## src/rtl/clk_div_prog.sv

```systemverilog
// clk_div_prog: multi-channel programmable clock divider with glitch-free shadowed config
// Ports: sys_clk/sys_rst (async, active high); en per-channel run enable;
//   wr_en/wr_ch/wr_div/wr_high config write port; wr_err pulses after a rejected write;
//   pending marks an unapplied shadow; clk_out divided clock; tick period-start pulse.
module clk_div_prog #(
  parameter int NUM_CH = 2,
  parameter int CNT_W = 8,
  parameter int DEF_DIV = 5,
  parameter int DEF_HIGH = 2,
  localparam int CH_W = NUM_CH > 1 ? $clog2(NUM_CH) : 1
) (
  input  logic              sys_clk,
  input  logic              sys_rst,
  input  logic [NUM_CH-1:0] en,
  input  logic              wr_en,
  input  logic [CH_W-1:0]   wr_ch,
  input  logic [CNT_W-1:0]  wr_div,
  input  logic [CNT_W-1:0]  wr_high,
  output logic              wr_err,
  output logic [NUM_CH-1:0] pending,
  output logic [NUM_CH-1:0] clk_out,
  output logic [NUM_CH-1:0] tick
);
  typedef enum logic {IDLE, RUN} state_t;
  localparam logic [CH_W:0] NCH = NUM_CH[CH_W:0];
  logic wr_ok;
  assign wr_ok = wr_en && ({1'b0, wr_ch} < NCH) && (wr_div >= CNT_W'(2));
  always_ff @(posedge sys_clk or posedge sys_rst)
    if (sys_rst) wr_err <= 1'b0;
    else wr_err <= wr_en && !wr_ok;
  for (genvar c = 0; c < NUM_CH; c++) begin : g_ch
    state_t state, state_n;
    logic [CNT_W-1:0] cnt, cnt_n, da, ha, ds, hs, ha_n;
    logic wrap, load, hit, pnd, co, tk;
    assign hit = wr_ok && (wr_ch == CH_W'(c));
    // A pending shadow is taken whenever IDLE (enabled or not) or at the last count of a period
    always_comb begin
      wrap = cnt == da - CNT_W'(1);
      load = pnd && (state == IDLE || wrap);
      state_n = en[c] ? RUN : IDLE;
      cnt_n = (state == RUN && en[c] && !wrap) ? cnt + CNT_W'(1) : '0;
      ha_n = load ? hs : ha;
    end
    always_ff @(posedge sys_clk or posedge sys_rst)
      if (sys_rst) begin
        state <= IDLE;
        cnt <= '0;
        da <= CNT_W'(DEF_DIV);
        ha <= CNT_W'(DEF_HIGH);
        ds <= CNT_W'(DEF_DIV);
        hs <= CNT_W'(DEF_HIGH);
        pnd <= 1'b0;
        co <= 1'b0;
        tk <= 1'b0;
      end else begin
        state <= state_n;
        cnt <= cnt_n;
        if (load) begin
          da <= ds;
          ha <= hs;
        end
        if (hit) begin
          ds <= wr_div;
          hs <= wr_high;
        end
        // A write on the load edge wins, so it stays pending for the next boundary
        pnd <= hit || (pnd && !load);
        co <= state_n == RUN && cnt_n < ha_n;
        tk <= state_n == RUN && cnt_n == '0;
      end
    assign pending[c] = pnd;
    assign clk_out[c] = co;
    assign tick[c] = tk;
  end
endmodule

```

## config.mk

```make
export PLATFORM = sky130hd
export DESIGN_NAME = clk_div_prog
export DESIGN_NICKNAME = d
export VERILOG_FILES = /design/src/rtl/clk_div_prog.sv
export SDC_FILE = /design/constraint.sdc
export NUM_CORES = 1
export LEC_CHECK = 0
export CAP_MARGIN = 15
export CORE_MARGIN = 2
export CORE_UTILIZATION = 53
export DETAILED_ROUTE_END_ITERATION = 6
export PLACE_DENSITY = 0.82
export SETUP_SLACK_MARGIN = 0.4
export SYNTH_ARGS = -nofsm -noshare
export SYNTH_HDL_FRONTEND = slang
export SYNTH_SLANG_ARGS = --single-unit
```

## constraint.sdc

```tcl
create_clock -name sys_clk -period 10.16 [get_ports sys_clk]
set_input_delay 1.524 -clock sys_clk [delete_from_list [all_inputs] [get_ports sys_clk]]
set_output_delay 1.524 -clock sys_clk [all_outputs]
set_load 0.01 [all_outputs]
```

# [After elaboration in Yosys (flattened, before gate mapping)]
# Index checks and enable logic that the tools add are counted.
[totals] latchBits=0 ff_bits=89 output_inout_bits=7 inputBits=22 romBits=0 n_memories=0 ramBits=0
[op_classes] n_eq_ne=2 muxes=6 n_lt_le_gt_ge=3 shifts=0 reduce_logical=27 n_bitwise=3 n_addsub=4 n_div=0 n_mul=0
[op_table] op="$mux 8" count=4
[op_table] op="$add 8x1->8 const B" count=2
[op_table] op="$eq 8x8->1" count=2
[op_table] op="$logic_and 1x1->1" count=16
[op_table] op="$logic_not 8->1" count=2
[op_table] op="$lt 8x8->1" count=2
[op_table] op="$sub 8x1->8 const B" count=2
[op_table] op="$ge 8x2->1 const B" count=1
[op_table] op="$logic_not 1->1" count=5
[op_table] op="$logic_or 1x1->1" count=4
[op_table] op="$not 1->1" count=3
[op_table] op="$mux 1" count=2

# [Logic depth before layout (Yosys ltp)]
[depth] word_depth=7 depth_mapped=17

# [Worst setup path before layout]
# No wires, ideal clock.
[synth_path] kind="register -> register" from="register g_ch[0].da[0]" to="register g_ch[0].co" t_arrival_ns=3.470 stages_incl_launch_ff=18 path_slack_ns=6.602 synth_period_minus_slack_ns=3.558 setup_time_ns=0.088 path_cell_list="dfstp_2 inv_1 ha_1 clkbuf_1 o21ba_2 a221oi_1 a41oi_1 o41ai_4 nand3_2 buf_6 mux2i_1 ha_1 a21oi_1 nor2b_1 o21ai_0 o21ai_0 or3_1 nor3b_1"
[synth_via] elab_chain_cells=7
[synth_rtl] element="start, declared" line_no="33" text="logic [CNT_W-1:0] cnt, cnt_n, da, ha, ds, hs, ha_n;"
[synth_rtl] element="start signal, assigned" line_no="48" text="da <= CNT_W'(DEF_DIV);"
[synth_rtl] element="start signal, assigned" line_no="59" text="da <= ds;"
[synth_rtl] element="$sub 8x1->8 *" line_no="38" text="wrap = cnt == da - CNT_W'(1);"
[synth_rtl] element="$eq 8x8->1 *" line_no="38"
[synth_rtl] element="$logic_not 1->1 or $logic_or 1x1->1 (tied branches)" line_no="41, 39"
[synth_rtl] element="$logic_and 1x1->1, on equally long branches" line_no="41, 39"
[synth_rtl] element="$mux 8, on equally long branches" line_no="41, 42"
[synth_rtl] element="$lt 8x8->1 *" line_no="68" text="co <= state_n == RUN && cnt_n < ha_n;"
[synth_rtl] element="$logic_and 1x1->1 *" line_no="68"
[synth_rtl] element="end signal, assigned" line_no="68"
[synth_rtl] element="end, declared" line_no="34" text="logic wrap, load, hit, pnd, co, tk;"
# Every way passes the cells marked *; elsewhere a longest branch is shown, timed or not.
# A chain may end at the register's enable or synchronous reset.

# [Final worst setup path]
# Same ends and word-level chain as after synthesis.

==> results.md <==
* Syn nets at 436
* Vias/cell at 5.72
* Setup TNS at 0 ps
* Starting Density at 54.0%
* Die ar. at 9520 um^2
* Die Y at 97.6 um
* Largest net degree at the start of global routing at 90
* Cell taking the most area after synthesis: dfrtp_1
* Net Sw Power at 327 uW
* Worst path arrival time at 4510 ps
* Post-Route WL at 8290 um
* Hold-fix buffers, CTS at 0
* Final Skew at 11.0 ps
* Outcome: completed
* Mean routed wirelength per cell at 15.8 um
* Ant diodes at 0
* Main flop type after synthesis: dfrtp_1
* FILL cells at 693
* Cell area power density at 201 nW/um^2
* Row count at 34
* Number of synthesized flops with an enable pin at 0
* Routed vias at 3008
* Final Max Slew Viols at 0
* Gr usage total at 19.0%
* Worst Tran Pin Value at 891 ps
* Crit Path Category: reg2reg
* Clock share of power at 20.7%
* Min Hold Slack at 490 ps
* Yosys cell types at 53
* First-pass GRT wire length at 14500 um
* Startpoint Class: register
* Initial drt markers at 127
* Fin nets at 454
* Clk root buf: clkbuf_8
* Setup Buffers After CTS at 0
* Dpl cells at 510
* Worst Hold Class: reg2reg
* Leakage at 2.28 nW
* Rel. slew slack at 40.5%
* Fmax at 236 MHz
* Synth area leaders: dfrtp_1 (42%), mux2_2 (11%), dfstp_2 (6.8%)
* P_int at 707 uW
* Syn Inst Count at 396
* Critical path required time at 10430 ps
* Final hold vios at 0
* Endpoints failing setup at 0
* Switching Fraction at 31.6%
* Yosys Warn Count at 0
* RSZ-0062 raised after global routing: no
* DR DRC count at 0
* Worst-case clock buffer depth at 2
* Async SR Flop Fraction at 100%
* Crit end category: register
* CTS clk-pin slew, worst paths at 80 ps
* Top post-synthesis cells by count: dfrtp_1 (77), mux2_2 (45), xnor2_1 (25)
* Clk sinks at 89
* Share of cells above drive strength 1 at 20.8%
* H-tree depth at 3
* Cts bufs inserted at 9
* PortBufs at 28
* Share of the synthesized area in the top cell type at 41.5%
* Number of antenna violations at the first check in global routing at 0
* CTS tree: done
* DPL Wire Length at 6080 um
* Sequential group share of total power at 49.5%
* Flops & latches, synth at 89
* Die width at 97.6 um
* Netlist Area Pre-Place at 4640 um^2
* Final Non-Filler Cells at 526
* Mean Syn Cell Area at 11.7 um^2
* Max_cap viols at 0
* Most frequent cell after synthesis: dfrtp_1
* DRT Pass-1 Iters at 4
* Later-pin clock latency in the skew report at 350 ps
* RR Startpoint: g_ch[0].da[0]
* Final worst path period share at 41.7%
* Grt ovf at 0
* Core area at 8590 um^2
* Combinational share of power at 29.8%
* Vias in the first global route at 3100
* ANT nets after route at 0
* Crit path launch: g_ch[0].da[0]
* Fin crit period at 4240 ps
* Hold Path Origin: g_ch[1].ha[7]
* Area Growth Syn to Fin at 10.7%
* GPL Wtd Cong at 0.844
* Crit-path max FO at 23
* Sequential share of the synthesized area at 48.3%
* Post-CTS Resized at 0
* Boundary pin count at 29
* VDD IR-drop max at 0.0000796 V
cell usage in the layout, fill, tap and decap left out, types with 9 or more instances in the layout:
master           synthesis  routed
mux2_2                  45      45
nand3_1                 13      13
dfrtp_1                 77      77
xor2_1                  16      16
ha_1                    18      18
nor2_1                  17      17
clkbuf_8                 0      11
clkdlybuf4s50_1          0      28
nand2_1                 18      18
and3_1                  10      10
xnor2_1                 25      25
mux2i_1                 15      15
inv_1                   18      17
o21ai_0                  9       9
dfstp_2                 12      12
final cells by class:
| type | instances | area, um^2 | share of cell area, % |
|---|---|---|---|
| Clock buffer | 15 | 166 | 3.24 |
| Tap cell | 108 | 135 | 2.63 |
| Inverter | 18 | 68.8 | 1.34 |
| Timing Repair Buffer | 32 | 330 | 6.43 |
| Multi-Input combinational cell | 264 | 2190 | 42.7 |
| Sequential cell | 89 | 2240 | 43.7 |
state kept, by name (all words and copies together), names as in the netlist:
register / flops
g_ch.ds: 16
g_ch.co: 2
g_ch.pnd: 2
g_ch.tk: 2
g_ch.cnt: 16
g_ch.hs: 16
g_ch.ha: 16
g_ch.da: 16
g_ch.state: 2
wr_err: 1
per-layer routing:
layer | share of wire [%] | wire (um) | GRT usage [%] | up-vias
met2 | 48 | 4010 | 30.5 | 58
li1 | - | - | - | 1426
met4 | 2.1 | 174 | 6.84 | 0
met5 | 0 | 0 | 0 | -
met1 | 45 | 3770 | 25.0 | 1509
met3 | 4.1 | 336 | 4.82 | 15
power by group through the flow:
stage	logic, mW	clock network [mW]	registers (mW)
after floorplan	0.258	0	0.494
after global placement	0.293	0	0.512
after detailed placement	0.309	0	0.519
after CTS	0.311	0.219	0.512
after global routing	0.343	0.236	0.525
final	0.307	0.214	0.512
logic make-up (layout without fill, tap and decap cells):
logic type                 count (synthesis)  in the layout  share of synthesized area, %
DFF                                       89             89                          48.3
and+or+nand+nor                           95             95                          10.9
adders and majority gates                 18             18                          4.85
AOI/OAI and AO/OA                         41             41                          6.85
xor gates and xnor gates                  41             41                          7.74
muxes                                     69             69                          16.6
buffers and inverters                     43             65                          4.69
final timing paths:
path	to	slack [ps]	cells past startpoint
max	g_ch[0].co	5920	15
min	g_ch[1].ha[7]	490	2
max reg2reg	g_ch[0].co	5920	15
min reg2reg	g_ch[1].ha[7]	490	2
max in group asynchronous	g_ch[1].hs[1]	8050	4
min in group asynchronous	g_ch[1].pnd	1480	3
worst max-delay path, cell delays in order, from the launching register on:
cell and delay [ps]:
dfstp_2 580, inv_1 60, ha_1 300, o21ba_2 250
a221oi_1 300, a41oi_1 110, o41ai_4 360, nand3_2 610
mux2i_1 340, ha_1 270, a21oi_1 130, nor2b_1 50
o21ai_0 130, o21ai_0 90, or3_1 320, nor3b_1 220
per-stage QoR:
| stage | utilization, % | cell area [um^2] | worst slack, ps | total power [mW] |
|---|---|---|---|---|
| after global routing | 59.7 | 5130 | 5500 | 1.10 |
| final | 59.7 | 5130 | 5920 | 1.03 |
| after global placement | 57.5 | 4940 | 6090 | 0.806 |
| after detailed placement | 57.5 | 4940 | 5850 | 0.828 |
| after floorplan | - | 4640 | 6350 | 0.752 |
| after CTS | 59.4 | 5110 | 5810 | 1.04 |
Power figures use the tool's default switching activity.
